File: src/rtl/ps2_host_tx_if.sv
`default_nettype none
// ============================================================================
//  Module      : ps2_host_tx_if
//  Description : Command handshake, status flags and PS/2 line sense/drive
//                signals of the PS/2 host transmitter.
//  Revision    : 1.0  initial release
// ============================================================================
interface ps2_host_tx_if;
    // command handshake
    logic       tx_valid;
    logic [7:0] tx_data;
    logic       tx_ready;
    // status
    logic       busy;
    logic       tx_done;
    logic       tx_ack_ok;
    logic       tx_error;
    // shared open-drain PS/2 lines
    logic       ps2_clk_i;
    logic       ps2_data_i;
    logic       ps2_clk_oe;
    logic       ps2_data_oe;

    // user side: issues commands, senses the physical lines
    modport master (
        output tx_valid, tx_data, ps2_clk_i, ps2_data_i,
        input  tx_ready, busy, tx_done, tx_ack_ok, tx_error,
        input  ps2_clk_oe, ps2_data_oe
    );

    // transmitter side
    modport slave (
        input  tx_valid, tx_data, ps2_clk_i, ps2_data_i,
        output tx_ready, busy, tx_done, tx_ack_ok, tx_error,
        output ps2_clk_oe, ps2_data_oe
    );
endinterface
`default_nettype wire

File: src/rtl/ps2_host_tx.sv
`default_nettype none
// ============================================================================
//  Module      : ps2_host_tx
//  Description : PS/2 host-to-device command transmitter. Inhibits the bus,
//                issues request-to-send, shifts out 8 data bits LSB first,
//                odd parity and stop on device clock falls, then samples the
//                device ACK. Aborts on a missing device clock.
//  Revision    : 1.0  initial release
// ============================================================================
module ps2_host_tx #(
    parameter int INHIBIT_CYCLES = 5000,
    parameter int TIMEOUT_CYCLES = 1_000_000
) (
    input  wire logic    clk,
    input  wire logic    rstn,
    ps2_host_tx_if.slave bus
);

    localparam int CNT_W = $clog2(INHIBIT_CYCLES + 1);
    localparam int TMR_W = $clog2(TIMEOUT_CYCLES + 1);
    localparam logic [CNT_W-1:0] INH_LAST = CNT_W'(INHIBIT_CYCLES - 1);
    localparam logic [TMR_W-1:0] TMR_LAST = TMR_W'(TIMEOUT_CYCLES - 1);

    typedef enum logic [2:0] {
        S_IDLE      = 3'd0,
        S_INHIBIT   = 3'd1,
        S_RTS       = 3'd2,
        S_DATA      = 3'd3,
        S_PARITY    = 3'd4,
        S_STOP      = 3'd5,
        S_ACK       = 3'd6,
        S_WAIT_IDLE = 3'd7
    } state_t;

    state_t           state_q, state_d;
    logic [7:0]       byte_q, byte_d;
    logic             par_q, par_d;
    logic [2:0]       bit_q, bit_d;
    logic [CNT_W-1:0] cnt_q, cnt_d;
    logic [TMR_W-1:0] timer_q, timer_d;
    logic             clk_oe_q, clk_oe_d;
    logic             data_oe_q, data_oe_d;
    logic             ack_ok_q, ack_ok_d;
    logic             done_q, done_d;
    logic             error_q, error_d;

    logic [1:0]       clk_sync_q;
    logic [1:0]       data_sync_q;
    logic             clk_prev_q;

    logic             clk_s;
    logic             data_s;
    logic             clk_fall;
    logic             ready;
    logic             in_xfer;

    // Synchronise the asynchronous line senses; reset to the idle-high level
    // so no spurious fall appears after reset.
    always_ff @(posedge clk or negedge rstn) begin
        if (!rstn) begin
            clk_sync_q  <= 2'b11;
            data_sync_q <= 2'b11;
            clk_prev_q  <= 1'b1;
        end else begin
            clk_sync_q  <= {clk_sync_q[0], bus.ps2_clk_i};
            data_sync_q <= {data_sync_q[0], bus.ps2_data_i};
            clk_prev_q  <= clk_sync_q[1];
        end
    end

    assign clk_s    = clk_sync_q[1];
    assign data_s   = data_sync_q[1];
    assign clk_fall = clk_prev_q & ~clk_s;

    // Ready is withheld on the pulse cycle so a held request starts one
    // cycle after tx_done/tx_error.
    assign ready   = (state_q == S_IDLE) && !done_q && !error_q;
    assign in_xfer = (state_q == S_DATA)   || (state_q == S_PARITY) ||
                     (state_q == S_STOP)   || (state_q == S_ACK)    ||
                     (state_q == S_WAIT_IDLE);

    // State and datapath registers; reset releases both lines immediately.
    always_ff @(posedge clk or negedge rstn) begin
        if (!rstn) begin
            state_q   <= S_IDLE;
            byte_q    <= 8'h00;
            par_q     <= 1'b0;
            bit_q     <= 3'd0;
            cnt_q     <= '0;
            timer_q   <= '0;
            clk_oe_q  <= 1'b0;
            data_oe_q <= 1'b0;
            ack_ok_q  <= 1'b0;
            done_q    <= 1'b0;
            error_q   <= 1'b0;
        end else begin
            state_q   <= state_d;
            byte_q    <= byte_d;
            par_q     <= par_d;
            bit_q     <= bit_d;
            cnt_q     <= cnt_d;
            timer_q   <= timer_d;
            clk_oe_q  <= clk_oe_d;
            data_oe_q <= data_oe_d;
            ack_ok_q  <= ack_ok_d;
            done_q    <= done_d;
            error_q   <= error_d;
        end
    end

    // Next-state, line-drive and status decode, with the timeout watchdog
    // overriding the protocol steps once the device owns the clock.
    always_comb begin
        state_d   = state_q;
        byte_d    = byte_q;
        par_d     = par_q;
        bit_d     = bit_q;
        cnt_d     = cnt_q;
        timer_d   = timer_q;
        clk_oe_d  = clk_oe_q;
        data_oe_d = data_oe_q;
        ack_ok_d  = ack_ok_q;
        done_d    = 1'b0;
        error_d   = 1'b0;

        case (state_q)
            S_IDLE: begin
                if (bus.tx_valid && ready) begin
                    byte_d    = bus.tx_data;
                    par_d     = ~^bus.tx_data;
                    ack_ok_d  = 1'b0;
                    cnt_d     = '0;
                    clk_oe_d  = 1'b1;
                    data_oe_d = 1'b0;
                    state_d   = S_INHIBIT;
                end
            end
            S_INHIBIT: begin
                clk_oe_d  = 1'b1;
                data_oe_d = 1'b0;
                cnt_d     = cnt_q + 1'b1;
                if (cnt_q == INH_LAST) begin
                    data_oe_d = 1'b1;       // start bit
                    state_d   = S_RTS;
                end
            end
            S_RTS: begin
                clk_oe_d  = 1'b0;           // hand the clock to the device
                data_oe_d = 1'b1;
                bit_d     = 3'd0;
                timer_d   = '0;
                state_d   = S_DATA;
            end
            S_DATA: begin
                if (clk_fall) begin
                    data_oe_d = ~byte_q[bit_q];
                    if (bit_q == 3'd7) begin
                        state_d = S_PARITY;
                    end else begin
                        bit_d = bit_q + 3'd1;
                    end
                end
            end
            S_PARITY: begin
                if (clk_fall) begin
                    data_oe_d = ~par_q;
                    state_d   = S_STOP;
                end
            end
            S_STOP: begin
                if (clk_fall) begin
                    data_oe_d = 1'b0;       // stop bit: line released high
                    state_d   = S_ACK;
                end
            end
            S_ACK: begin
                if (clk_fall) begin
                    ack_ok_d = ~data_s;
                    state_d  = S_WAIT_IDLE;
                end
            end
            S_WAIT_IDLE: begin
                if (clk_s && data_s) begin
                    done_d  = 1'b1;
                    state_d = S_IDLE;
                end
            end
            default: begin
                state_d = S_IDLE;
            end
        endcase

        if (in_xfer && !done_d) begin
            if (clk_fall) begin
                timer_d = '0;
            end else if (timer_q == TMR_LAST) begin
                clk_oe_d  = 1'b0;
                data_oe_d = 1'b0;
                ack_ok_d  = 1'b0;
                error_d   = 1'b1;
                timer_d   = '0;
                state_d   = S_IDLE;
            end else begin
                timer_d = timer_q + 1'b1;
            end
        end
    end

    assign bus.tx_ready    = ready;
    assign bus.busy        = (state_q != S_IDLE);
    assign bus.tx_done     = done_q;
    assign bus.tx_ack_ok   = ack_ok_q;
    assign bus.tx_error    = error_q;
    assign bus.ps2_clk_oe  = clk_oe_q;
    assign bus.ps2_data_oe = data_oe_q;

endmodule
`default_nettype wire
File: src/flat_wrapper.sv
// flat-port wrapper written by rule: the top's interface ports become plain ports
module ps2_host_tx_flat 
#(
    parameter int INHIBIT_CYCLES = 5000,
    parameter int TIMEOUT_CYCLES = 1_000_000
)
  (clk, rstn, bus_tx_valid, bus_tx_data, bus_ps2_clk_i, bus_ps2_data_i, bus_tx_ready, bus_busy, bus_tx_done, bus_tx_ack_ok, bus_tx_error, bus_ps2_clk_oe, bus_ps2_data_oe);
  ps2_host_tx_if bus_i ();
  input  wire logic clk;
  input  wire logic rstn;
  input wire logic [$bits(bus_i.tx_valid)-1:0] bus_tx_valid;
  input wire logic [$bits(bus_i.tx_data)-1:0] bus_tx_data;
  input wire logic [$bits(bus_i.ps2_clk_i)-1:0] bus_ps2_clk_i;
  input wire logic [$bits(bus_i.ps2_data_i)-1:0] bus_ps2_data_i;
  output wire logic [$bits(bus_i.tx_ready)-1:0] bus_tx_ready;
  output wire logic [$bits(bus_i.busy)-1:0] bus_busy;
  output wire logic [$bits(bus_i.tx_done)-1:0] bus_tx_done;
  output wire logic [$bits(bus_i.tx_ack_ok)-1:0] bus_tx_ack_ok;
  output wire logic [$bits(bus_i.tx_error)-1:0] bus_tx_error;
  output wire logic [$bits(bus_i.ps2_clk_oe)-1:0] bus_ps2_clk_oe;
  output wire logic [$bits(bus_i.ps2_data_oe)-1:0] bus_ps2_data_oe;
  assign bus_i.tx_valid = bus_tx_valid;
  assign bus_i.tx_data = bus_tx_data;
  assign bus_i.ps2_clk_i = bus_ps2_clk_i;
  assign bus_i.ps2_data_i = bus_ps2_data_i;
  assign bus_tx_ready = bus_i.tx_ready;
  assign bus_busy = bus_i.busy;
  assign bus_tx_done = bus_i.tx_done;
  assign bus_tx_ack_ok = bus_i.tx_ack_ok;
  assign bus_tx_error = bus_i.tx_error;
  assign bus_ps2_clk_oe = bus_i.ps2_clk_oe;
  assign bus_ps2_data_oe = bus_i.ps2_data_oe;
  ps2_host_tx #(.INHIBIT_CYCLES(INHIBIT_CYCLES), .TIMEOUT_CYCLES(TIMEOUT_CYCLES)) u_core (.clk(clk), .rstn(rstn), .bus(bus_i));
endmodule
File: config.mk
export PLATFORM = sky130hd
export DESIGN_NAME = ps2_host_tx_flat
export DESIGN_NICKNAME = d
export VERILOG_FILES = /design/src/rtl/ps2_host_tx_if.sv /design/src/rtl/ps2_host_tx.sv /design/src/flat_wrapper.sv
export SDC_FILE = /design/constraint.sdc
export NUM_CORES = 1
export LEC_CHECK = 0
export CAP_MARGIN = 10
export CORE_ASPECT_RATIO = 0.5
export CORE_MARGIN = 2
export CORE_UTILIZATION = 59
export CTS_BUF_LIST = sky130_fd_sc_hd__clkbuf_8
export DETAILED_ROUTE_END_ITERATION = 6
export PLACE_DENSITY = 0.81
export SYNTH_ARGS = -nofsm -noshare
export SYNTH_HDL_FRONTEND = slang
export SYNTH_SLANG_ARGS = --single-unit
File: constraint.sdc
create_clock -name clk -period 2.2 [get_ports clk]
set_input_delay 0.33 -clock clk [delete_from_list [all_inputs] [get_ports clk]]
set_output_delay 0.33 -clock clk [all_outputs]
set_load 0.05 [all_outputs]
==> results.toml, run 1 <==
[run_status]
outcome = "finished clean"

[synthesis]
synth.area.top_cells = "dfrtp_1, nand2_1, o21ai_0"
ys_seq_area_share_pct = 47.8
ys_types = 48
synthMuxAreaShare_pct = 2.71
syn-mean-instance-area_um2 = 9.18
ys_warn_count = 0
synthAdderAreaFrac_pct = 1.64
synth-seq-cells = 58
synth_edf_count = 0
syn_nets = 349
syn-cell-area_um2 = 3050
synth_top_family_by_area = "simple AND/OR/NAND/NOR gates"
synthArstFlopShare_pct = 100
synthCells = 332
synth_flop_cell = "dfrtp_1"
synthSimpleGateAreaFrac_pct = 25.0
synth_top_cell_by_area = "dfrtp_1"
synth_xor_area_share_pct = 2.59
synth-compound-area-share_pct = 17.5
synth_top_area_share_pct = 43.5

[timing]
slew_headroom_pct = 60.5
finalClockSkew_ns = 0.0100
finalSetupViolations = 0
fmax_mhz = 485
slew_violations = 0
worst_pin_slew_ns = 0.592
fin_crit_sh_pct = 93.7
fin_crit_ns = 2.06
rsz0062_at_grt = "false"
hold_viol = 0

[floorplanning]
pin_count = 20
die_w_um = 106
die-height_um = 54.8
rows = 18
design.die.area_um2 = 5790
core_um2 = 4950
start_util_pct = 61.5

[cells_and_area]
final_cell_mix = "nand2_1, dfrtp_1, o21ai_0"
syn_to_final_growth_pct = 19.4
fin_nets = 387
multi_input_area_um2 = 1520
drive_above_1_share_pct = 12.8
seqCellArea_um2 = 1460
n_fill_cell = 364
final_common_cell = "nand2_1"
fin_area_um2 = 3640
insertedDiodeCount = 0

[setup_path]
cp.arrival_ns = 2.33
cpMaxStageDelayCell = "or4_1"
path_delay_family = "simple AND/OR/NAND/NOR gates"
r2r_setup_slack_ns = 0.14
reg2reg_to = "u_core.timer_q[15]"
max_stage_delay_ns = 0.54
cp.depth = 7
crit_top_cell = "nand3_1"
reg2reg_from = "u_core.timer_q[0]"
endpoint_kind = "flop"
required_ns = 2.47
timing.critical_path.from = "u_core.timer_q[0]"
crit_path_end = "u_core.timer_q[15]"
cp-start-kind = "flop"
rr_worst_depth = 7
cp_max_fo = 9
crit_buf_inv = 1
worstPathCellList = "ha_1 > nand3_1 > nor2_1 > buf_4 > a21o_1 > or4_1 > nand3_1"
worstSetupPathType = "flop to flop"

[global_routing]
antenna_found_initial = 0
grt_use_total_pct = 26.8
grt_pass1_vias = 2431
grt_pass1_wl_um = 11600
grt_max_degree = 35
grt-ovfl-total = 0

[clocking]
cts_root_buf = "clkbuf_8"
cts_max_level = 3
clockBufferDepth = 2
cts_tree = "yes"
clk_pin_slew_ns = 0.06
numCtsBuffers = 9
clk_latency_ns = 0.34
post_cts_buffers = 0
clkSinkCount = 58

[placement]
port_buffers = 19
gp_congestion = 0.935
hpwlAfterDp_um = 4940
placed_area_um2 = 3430

[detailed_routing]
wl_um = 7040
avgRoutedWirePerCell_um = 15.8
first_pass_iters = 5
ant_nets = 0
dr.first_iter.drc_count = 131
via_per_inst = 6.15
remaining_drc_errors = 0
vias = 2738

[power_and_ir_drop]
seqPwrFrac_pct = 52.7
switching_share_pct = 21.6
p_int_w = 0.00160
peakVddDrop_mv = 0.377
total_power_w = 0.00205
power_density_nw_per_um2 = 562
clock_power_share_pct = 43.3
power_switching_w = 0.000443
p_comb_share_pct = 4.0
power_leakage_nw = 1.61

[run]
cap_viol_max_count = 0

[hold_path]
min_path_cells = 0
hold_path_class = "flop to flop"
hold_start = "u_core.data_sync_q[0]"
area by class of cell:
class                           count  share of cell area (%)
Multi-Input combinational cell    253                    41.8
Sequential cell                    58                    40.1
Timing Repair Buffer               38                    9.63
Clock buffer                       12                    4.54
Tap cell                           70                    2.41
Inverter                           10                    1.03
Clock inverter                      4                   0.482
cell families (layout without fill, tap and decap cells):
| kind of cell | count (synthesis) | count (layout) |
|---|---|---|
| buffers and inverters | 21 | 64 |
| AOI/OAI and AO/OA | 86 | 86 |
| adders and majority gates | 4 | 4 |
| xor gates and xnor gates | 9 | 9 |
| DFF | 58 | 58 |
| muxes | 7 | 7 |
| and+or+nand+nor | 147 | 147 |
cells in the mapped netlist (all sizes together), types with 3 or more instances:
cell    instances
a22o            4
nor4b           3
o31ai           3
buf             5
nor3           10
mux2i           6
ha              4
o21ai          30
xnor2           8
a21o            3
nand4          11
dfrtp          53
a31oi          13
dfstp           5
inv            10
nand2          57
nand2b          6
nor2           19
nand3          16
a211o           3
a21oi          18
or3             4
clkbuf          6
and3            7
power groups by stage:
| stage | registers [W] | logic [W] | clock network [W] |
|---|---|---|---|
| 2_1_floorplan | 0.00110 | 0.0000272 | 0 |
| 3_3_place_gp | 0.00110 | 0.0000793 | 0 |
| 3_5_place_dp | 0.00110 | 0.0000830 | 0 |
| 4_1_cts | 0.00108 | 0.0000834 | 0.000911 |
| 5_1_grt | 0.00108 | 0.0000908 | 0.000955 |
| 6_report | 0.00108 | 0.0000818 | 0.000886 |
per-stage QoR:
step	TNS, ns	hold slack (ns)	util (%)	worst slack (ns)	std cells
floorplan	0	0.0344	-	0.0780	332
global placement	0	0.346	69.3	0.101	428
detailed placement	-0.0476	0.347	69.3	-0.0476	428
CTS	0	0.356	73.3	0.0306	445
global route	0	0.357	73.4	0.0292	445
finish	0	0.355	73.4	0.139	445
worst min-delay path by stage:
stage | to | slack, ns
3_5_place_dp | u_core.data_sync_q[1] | 0.35
2_1_floorplan | u_core.bit_q[0] | 0.03
3_3_place_gp | u_core.bit_q[0] | 0.35
6_report | u_core.data_sync_q[1] | 0.35
5_1_grt | u_core.data_sync_q[1] | 0.36
4_1_cts | u_core.data_sync_q[1] | 0.36
registers in the layout, summed over array words and instances, names as in the netlist:
signal,count
u_core.bus.ps2_data_oe,1
u_core.data_sync_q,2
u_core.clk_prev_q,1
u_core.byte_q,8
u_core.bus.tx_error,1
u_core.timer_q,20
u_core.state_q,3
u_core.bus.tx_done,1
u_core.bus.ps2_clk_oe,1
u_core.cnt_q,13
u_core.bus.tx_ack_ok,1
u_core.par_q,1
u_core.bit_q,3
u_core.clk_sync_q,2
worst register-to-register path: stages (launching register included):
cell and delay [ns]:
dfrtp_1 0.42, ha_1 0.25, nand3_1 0.15, nor2_1 0.11
buf_4 0.16, a21o_1 0.26, or4_1 0.54, nand3_1 0.10
timing repair:
item	CTS	global route
gates resized for setup	1	1
hold buffers	1	0
setup endpoints to repair	1	1
hold endpoints to repair	4	0
routing by layer:
metal / vias up / part of all wire, % / GRT usage (%)
li1: 1287 / - / -
met1: 1327 / 44 / 33.1
met2: 116 / 48 / 46.3
met3: 8 / 7.0 / 8.69
met4: 0 / 1.1 / 8.77
met5: - / 0 / 0
Power figures use the tool's default switching activity.
==> inputs of run 2 (changes only) <==
--- a/config.mk
+++ b/config.mk
@@ -5,6 +5,7 @@
 export SDC_FILE = /design/constraint.sdc
 export NUM_CORES = 1
 export LEC_CHECK = 0
+export ABC_CLOCK_PERIOD_IN_PS = 2200
 export CAP_MARGIN = 10
 export CORE_ASPECT_RATIO = 0.5
 export CORE_MARGIN = 2
==> results of run 2 <==
No change in the layout: final DEF, timing and power equal those of run 1.
==> inputs of run 3 (changes only) <==
--- a/config.mk
+++ b/config.mk
@@ -5,7 +5,6 @@
 export SDC_FILE = /design/constraint.sdc
 export NUM_CORES = 1
 export LEC_CHECK = 0
-export ABC_CLOCK_PERIOD_IN_PS = 2200
 export CAP_MARGIN = 10
 export CORE_ASPECT_RATIO = 0.5
 export CORE_MARGIN = 2
==> results of run 3 <==
No change in the layout: final DEF, timing and power equal those of run 1.
==> variant (config.mk and constraints of run 2) <==
`INHIBIT_CYCLES` is set to 5000 in 2 places; all go to 10000.
--- a/src/rtl/ps2_host_tx.sv
+++ b/src/rtl/ps2_host_tx.sv
@@ -8,7 +8,7 @@
 //  Revision    : 1.0  initial release
 // ============================================================================
 module ps2_host_tx #(
-    parameter int INHIBIT_CYCLES = 5000,
+    parameter int INHIBIT_CYCLES = 10000,
     parameter int TIMEOUT_CYCLES = 1_000_000
 ) (
     input  wire logic    clk,
--- a/src/flat_wrapper.sv
+++ b/src/flat_wrapper.sv
@@ -1,7 +1,7 @@
 // flat-port wrapper written by rule: the top's interface ports become plain ports
 module ps2_host_tx_flat 
 #(
-    parameter int INHIBIT_CYCLES = 5000,
+    parameter int INHIBIT_CYCLES = 10000,
     parameter int TIMEOUT_CYCLES = 1_000_000
 )
   (clk, rstn, bus_tx_valid, bus_tx_data, bus_ps2_clk_i, bus_ps2_data_i, bus_tx_ready, bus_busy, bus_tx_done, bus_tx_ack_ok, bus_tx_error, bus_ps2_clk_oe, bus_ps2_data_oe);
Check against the original RTL: no difference found for any inputs over 10 cycles, from zero or initial values and one cycle with rstn low; that may be too few to reach the edited logic, so the function may still have changed.
==> variant against run 2 <==
- sequential cell count up 1
- setup slack gained 37 ps
- area after synthesis up 3.4%
- critical endpoint is now bus_tx_ready
- final area is 2.0% higher
- routed wire length decreased by 2.8%
- synthesized cell count decreased by 5.7%
- global-route usage fell by 1.2 points
- final cell count is 6.1% lower
Power is not compared: it rests on default switching activity, and its combinational part moved more than twofold at a synthesized area within 25%.
==> variant: results (changes against run 2) <==
metric;value;unit;change
cpLargestDelayFamily;buffers and inverters;;
wl_met1;2.97;mm;-4.1%
rr_startpoint;u_core.timer_q[8];;
dp.cells;401;;-6.3%
reg2reg_depth;6;;-1
vias;2627;;-4.1%
grt_first_pass_wirelength;11.8;mm;+2.4%
met3_length;387;um;-22%
grt_use_met1;32.0;%;-1.1 points
dp_hpwl;4.62;mm;-6.5%
ff2ff_setup_slack;200;ps;+60 ps
ys_seq_area_share;47.1;%;-0.76 points
dpl_worst_slack;103;ps;+151 ps
period_needed;2020;ps;-37.4 ps
nFillCells;340;;-6.6%
status;completed;;
grtUsageTotal;25.6;%;-1.2 points
syn_avg_cell_area;10.1;um^2;+9.6%
drt_wl_total;6.85;mm;-2.8%
endpoint;bus_tx_ready;;
timing.critical_path.mode_cell;nor3_2;;
synth_area_leaders;dfrtp_1 (43%), dfstp_2 (4.2%), nand2_1 (3.7%), mux2_2 (3.6%), mux2i_1 (2.9%);;
grtUsageMet2;40.4;%;-5.9 points
critPathMaxFanout;13;;+4
synth_fp_nets;330;;-5.4%
layout.nets;360;;-7.0%
==> variant: changes by cell type in the layout (fill, tap and decap cells not counted), moves of 5 or more <==
cell,before,now
nor3_1,7,2
nand2_1,57,31
o21ai_0,30,12
buf_4,18,11
inv_1,12,7
mux2_2,0,10
nor2_1,19,24
==> variant: metrics by stage <==
stage | utilization [%] | hold WS [ps]
6_report | 73.9 | 360
5_1_grt | 73.9 | 362
4_1_cts | 73.6 | 360
3_5_place_dp | 68.6 | 350
3_3_place_gp | 68.6 | 346
2_1_floorplan | - | 34.4
==> variant: layout make-up <==
class | instances | area share, %
clock buffer | 10 | 3.71
clock inverter | 6 | 2.80
inverter | 6 | 0.607
multi-input combinational | 236 | 42.5
sequential | 59 | 40.0
tap | 70 | 2.36
timing repair buffer | 31 | 8.02
==> variant: cells by family after synthesis <==
logic type / share of synthesized area [%]
buf+inv: 3.34
compound gates: 16.5
flops: 47.1
xor+xnor: 3.06
fa+ha+maj: 1.59
simple gates: 22.0
mux: 6.44
